<file path="config.mk">
export PLATFORM = sky130hd
export DESIGN_NAME = mod_updown_counter
export DESIGN_NICKNAME = d
export VERILOG_FILES = /design/src/rtl/mod_updown_counter.sv
export SDC_FILE = /design/constraint.sdc
export NUM_CORES = 1
export LEC_CHECK = 0
export CAP_MARGIN = 20
export CORE_UTILIZATION = 40
export CTS_CLUSTER_SIZE = 12
export DETAILED_ROUTE_END_ITERATION = 12
export PLACE_DENSITY = 0.69
export SLEW_MARGIN = 15
export SYNTH_ARGS = -nofsm -noshare
export SYNTH_HDL_FRONTEND = slang
export SYNTH_SLANG_ARGS = --single-unit
</file>
<file path="constraint.sdc">
create_clock -name CLK -period 3.2 [get_ports CLK]
set_input_delay 0.8 -clock CLK [delete_from_list [all_inputs] [get_ports CLK]]
set_output_delay 0.8 -clock CLK [all_outputs]
set_load 0.05 [all_outputs]
</file>
<file path="src/rtl/mod_updown_counter.sv">
// Modulo-N up/down counter with clear, clamped parallel load, wrap or saturate at the limits,
// a one-cycle limit-event pulse and a sticky overflow flag.
module mod_updown_counter #(
    parameter int unsigned     BITS     = 8,
    parameter longint unsigned MODULUS  = 256,
    parameter int unsigned     SATURATE = 0
) (
    input  logic            CLK,
    input  logic            reset_n,
    input  logic            enable,
    input  logic            up,
    input  logic            clear,
    input  logic            load,
    input  logic [BITS-1:0] load_value,
    input  logic            ovf_clr,
    output logic [BITS-1:0] count,
    output logic            at_limit,
    output logic            limit_evt,
    output logic            overflow
);

    localparam int unsigned NW = BITS + 1;
    // Both constants fit in BITS+1 bits because MODULUS <= 2**BITS.
    localparam logic [NW-1:0]   MOD_W   = NW'(MODULUS);
    localparam logic [NW-1:0]   LIMIT_W = NW'(MODULUS - 64'd1);
    localparam logic [BITS-1:0] LIMIT   = LIMIT_W[BITS-1:0];

    if (BITS < 1 || BITS > 32) begin : g_bad_bits
        $error("mod_updown_counter: BITS must be in 1..32");
    end
    if (MODULUS < 64'd2 || MODULUS > (64'd1 << BITS)) begin : g_bad_modulus
        $error("mod_updown_counter: MODULUS must be in 2..2**BITS");
    end

    logic [NW-1:0]   count_w;
    logic [NW-1:0]   step_up;
    logic [NW-1:0]   step_dn;
    logic [BITS-1:0] count_nxt;
    logic            evt_nxt;
    logic            ovf_nxt;
    logic            hit;

    assign count_w  = {1'b0, count};
    assign at_limit = up ? (count == LIMIT) : (count == '0);

    // Next state: clear > load > enable > hold; a limit event beats ovf_clr.
    always_comb begin
        count_nxt = count;
        evt_nxt   = 1'b0;
        ovf_nxt   = overflow;
        hit       = 1'b0;
        step_up   = count_w + NW'(1);
        step_dn   = count_w - NW'(1);

        if (clear) begin
            count_nxt = '0;
            ovf_nxt   = 1'b0;
        end else if (load) begin
            count_nxt = ({1'b0, load_value} > LIMIT_W) ? LIMIT : load_value;
            if (ovf_clr) begin
                ovf_nxt = 1'b0;
            end
        end else begin
            if (ovf_clr) begin
                ovf_nxt = 1'b0;
            end
            if (enable) begin
                if (up) begin
                    if (step_up == MOD_W) begin
                        hit       = 1'b1;
                        count_nxt = (SATURATE != 0) ? LIMIT : '0;
                    end else begin
                        count_nxt = step_up[BITS-1:0];
                    end
                end else begin
                    // Borrow out of the extended subtract marks a step below zero.
                    if (step_dn[NW-1]) begin
                        hit       = 1'b1;
                        count_nxt = (SATURATE != 0) ? '0 : LIMIT;
                    end else begin
                        count_nxt = step_dn[BITS-1:0];
                    end
                end
            end
            if (hit) begin
                evt_nxt = 1'b1;
                ovf_nxt = 1'b1;
            end
        end
    end

    always_ff @(posedge CLK or negedge reset_n) begin
        if (!reset_n) begin
            count     <= '0;
            limit_evt <= 1'b0;
            overflow  <= 1'b0;
        end else begin
            count     <= count_nxt;
            limit_evt <= evt_nxt;
            overflow  <= ovf_nxt;
        end
    end

endmodule

</file>
## Yosys cells after proc, flatten, opt, wreduce, memory -nomap -nowiden

Cells that the tools add are included.

| word-level totals | value |
|---|---|
| flip-flop bits (word level) | 10 |
| input bits | 15 |
| output and inout port bits | 11 |
| logic and storage cells | 29 |

| operators by class | value |
|---|---|
| $add $sub $neg | 2 |
| eq/ne operators | 2 |
| multiplexer cells | 20 |
| reduce and logical (&&, ||, !) cells | 2 |

Operators with widths:

| cell | count |
|---|---|
| 8-bit 2-to-1 mux | 6 |
| 1-bit 2-to-1 mux | 14 |
| 8-bit by 1-bit adder with 9-bit output (second input constant) | 1 |
| 9-bit == test (second input constant) | 1 |
| 8-bit by 1-bit subtractor with 9-bit output (second input constant) | 1 |
| 8-bit == test (second input constant) | 1 |
| 8-bit zero test | 1 |
| 3-bit nonzero test | 1 |

## Longest topological paths before layout

| logic depth | value |
|---|---|
| depth in word-level cells | 10 |
| depth in mapped cells | 7 |
| gate-level depth less buffers | 6 |

## Worst setup path after synthesis

OpenSTA, ideal clock, no wires.

| path | value |
|---|---|
| kind | register -> output |
| start | reg count[2] |
| end | out at_limit |
| arrival time | 2.348 ns |
| required time | 2.400 ns |
| slack | 0.052 ns |
| cell stages (with the launch flop) | 6 |
| buffers on the path | 1 |
| cell sequence | dfrtp_1 -> buf_6 -> or4_4 -> nor2_1 -> nand3_1 -> o2bb2ai_1 |

| on the way | value |
|---|---|
| cells in the longest elaborated chain, start to end | 2 |
| elaborated cells between the ends (all ways) | 3 |
| those cells by class | eq/ne (1); mux (1); reduce/logical (1) |

RTL lines:

| what | line | RTL |
|---|---|---|
| start, declared | 16 | `output logic [BITS-1:0] count,` |
| start signal, assigned | 98 | `count <= count_nxt;` |
| 8-bit == test / 8-bit zero test (equally long branches) | 44 | `assign at_limit = up ? (count == LIMIT) : (count == '0);` |
| 1-bit 2-to-1 mux * | 44 |  |
| end, declared | 17 | `output logic at_limit,` |

Mark *: on every way between the ends. The rest lies on a longest branch, timed or not.

## Worst setup path after layout

| path | value |
|---|---|
| start | reg count[3] |
| end | out at_limit |

The elaborated chain is that of the path after synthesis.

==> results.py <==
metrics = {
    "yosys": {
        "avgSynthCellArea_um2": 8.881,
        "synthMuxAreaShare": 0,
        "synthSimpleGateAreaFrac": 0.2362,
        "ys.flop_type": "dfrtp_1",
        "syn_inst": 102,
        "synth_area_um2": 905.9,
        "yosysWarnings": 0,
        "ys_types": 42,
        "synth_seq_cells": 10,
        "synth-compound-area-share": 0.2845,
        "synth_xor_area_frac": 0.03867,
        "synthAdderAreaFrac": 0.04144,
        "ys_seq_area_frac": 0.2762,
        "async_reset_ff_frac": 1.000,
        "synth_top_family_by_area": "compound AO/OA/AOI/OAI gates",
        "synth_edf_count": 0,
        "syn-num-nets": 120,
    },
    "global_routing": {
        "grt_pass1_wl_um": 3981,
        "grt_overflow_total": 0,
        "grtUsageTotal": 0.2080,
        "grt_pass1_vias": 845,
        "grt_max_degree": 13,
        "antenna_found_initial": 0,
    },
    "route": {
        "ant_nets": 0,
        "dr.first_iter.drc_count": 20,
        "viasPerCell": 5.745,
        "drt-wirelength-per-cell_um": 14.87,
        "drt_pass1_iterations": 4,
        "wirelength_um": 2275,
        "drc": 0,
        "dr_total_vias": 879,
    },
    "timing": {
        "period_share": 0.9013,
        "rsz0062_at_grt": "false",
        "setup_tns_ps": 0,
        "fin_skew_ps": 6.818,
        "min_period_ps": 2884,
        "max_freq_ghz": 0.3467,
        "slew_viol_final": 0,
        "maxSlewHeadroom": 0.6657,
        "hold_viol": 0,
        "setup_violations": 0,
        "worst_slew_pin_slew_ps": 499.8,
    },
    "worst_setup_path": {
        "r2r-start": "count[0]$_DFFE_PN0P_",
        "r2r_slack_ps": 1220,
        "cp_slowest_cell": "or4_4",
        "path_cells": "or4_4 -> nor2_1 -> nand3_1 -> o2bb2ai_1 -> buf_12",
        "r2r-end": "count[4]$_DFFE_PN0P_",
        "startpoint_type": "register",
        "r2r_cells": 6,
        "setup.worst_path.end_class": "output port",
        "critPathMaxStageDelay_ps": 620,
        "cp.required_ps": 2400,
        "crit_arrival_ps": 2080,
        "path_class": "register to output port",
        "worstSetupEndpoint": "at_limit",
        "critPathLaunch": "count[3]$_DFFE_PN0P_",
        "crit_fanout": 11,
    },
    "clock_tree": {
        "cts_made_buffers": 3,
        "cts_tree": "yes",
        "clk_path_buf_depth": 2,
        "cts.sinks": 10,
        "clkLatencyLatePin_ps": 280,
        "cts_resized": 0,
        "cts.clk_slew.worst_paths_ps": 70,
        "postCtsSetupBuffers": 0,
        "cts-htree-levels": 1,
        "root_buffer": "clkbuf_4",
        "cts_hold_buf": 0,
    },
    "place": {
        "dp_hpwl_um": 1651,
        "gp_congestion": 0.8643,
        "port_buffers": 25,
    },
    "min_path": {
        "hp-class": "register to register",
    },
    "final_layout": {
        "regArea_um2": 250.2,
        "antenna_cells": 0,
        "multi_input_area_um2": 544.3,
        "nets": 145,
        "syn_to_final_growth_pct": 29.97,
        "layout-drive-gt1-share": 0.1349,
        "fillers": 205,
    },
    "floorplan": {
        "start_util": 0.4436,
        "rows": 16,
        "core_um2": 2042,
        "chipHeight_um": 49.59,
        "die_w_um": 49.59,
        "dieArea_um2": 2459,
        "top_level_ports": 26,
    },
    "outcome": {
        "status": "completed",
    },
    "pwr": {
        "power_density_nw_per_um2": 361.7,
        "power_w": 0.0004259,
        "ir_drop_mv": 0.2710,
        "p_leak_nw": 0.4646,
    },
    "job": {
        "cap_violations": 0,
    },
}
## stage by stage
stage	setup slack (ps)	hold slack [ps]	instances	area, um2	utilization
2_1_floorplan	51.61	504.4	102	905.9	-
3_3_place_gp	471.2	476.6	149	1141	0.5588
3_5_place_dp	441.5	490.5	149	1141	0.5588
4_1_cts	323.6	505.7	153	1177	0.5766
5_1_grt	210.0	529.2	153	1177	0.5766
6_report	315.7	505.2	153	1177	0.5766
## metal layers
| metal | GRT usage | routed length [um] | share of wire |
|---|---|---|---|
| met1 | 0.2822 | 1049 | 0.46 |
| met2 | 0.3176 | 1056 | 0.46 |
| met3 | 0.04630 | 123 | 0.054 |
| met4 | 0.08095 | 45 | 0.020 |
| met5 | 0 | 0 | 0 |
## cells in the mapped netlist (all sizes together) (2+ instances only)
library cell,n,area (um2)
a221oi,3,38.79
or4,3,27.53
a211oi,4,30.03
clkbuf,2,17.51
nor4,2,12.51
nand3,5,25.02
a21oi,7,35.03
ha,3,37.54
nand4,2,12.51
o21ai,3,15.01
nand2,8,30.03
inv,10,37.54
o31ai,3,22.52
buf,5,56.30
xnor2,3,26.28
nor2,8,30.03
dfrtp,10,250.2
o21bai,2,15.01
## where the power goes
part,switching (W),leakage [nW],internal [W],total (W)
combinational,0.0000862,0.312,0.0000645,0.000151
clock,0.0000529,0.0210,0.0000693,0.000122
sequential,0.0000188,0.131,0.000134,0.000153
## cell type report
type	instances	area share
tap	27	0.02869
timing repair buffer	27	0.2338
sequential	10	0.2125
multi-input combinational	75	0.4623
inverter	10	0.03188
clock buffer	4	0.03082
## registers in the layout (all words and copies together) (netlist names)
signal	flops
limit_evt	1
overflow	1
count	8
## critical path, delay by kind of cell, from the launching register on
| kind | cells | cell delay (ps) |
|---|---|---|
| buf+inv | 1 | 180 |
| flops | 1 | 500 |
| compound gates | 1 | 260 |
| simple gates | 3 | 870 |
## layout by cell type, fill, tap and decap left out, types with 2 or more instances in the layout
cell              n
clkdlybuf4s50_1  24
inv_1            10
dfrtp_1          10
nand2_1           8
nor2_1            8
a21oi_1           7
nand3_1           5
a211oi_1          4
xnor2_1           3
o31ai_1           3
ha_1              3
clkbuf_4          3
nand4_1           2
nor4_1            2
o21ai_0           2
a221oi_2          2
o21bai_1          2
buf_4             2
## cell families after synthesis
group	Yosys count
AO/OA/AOI/OAI	31
XOR/XNOR	4
adder cells (fa/ha/maj)	3
buffers and inverters	17
flip-flops	10
AND/OR/NAND/NOR	37
## worst min-delay path by stage
| stage | start | endpoint | slack [ps] | depth (start not counted) |
|---|---|---|---|---|
| 2_1_floorplan | reset_n | count[0]$_DFFE_PN0P_ | 500 | 0 |
| 6_report | overflow$_DFF_PN0_ | overflow$_DFF_PN0_ | 510 | 2 |
| 3_5_place_dp | overflow$_DFF_PN0_ | overflow$_DFF_PN0_ | 490 | 2 |
| 4_1_cts | overflow$_DFF_PN0_ | overflow$_DFF_PN0_ | 510 | 2 |
| 5_1_grt | overflow$_DFF_PN0_ | overflow$_DFF_PN0_ | 530 | 2 |
| 3_3_place_gp | overflow$_DFF_PN0_ | overflow$_DFF_PN0_ | 480 | 2 |
(Power assumes the default switching activity.)
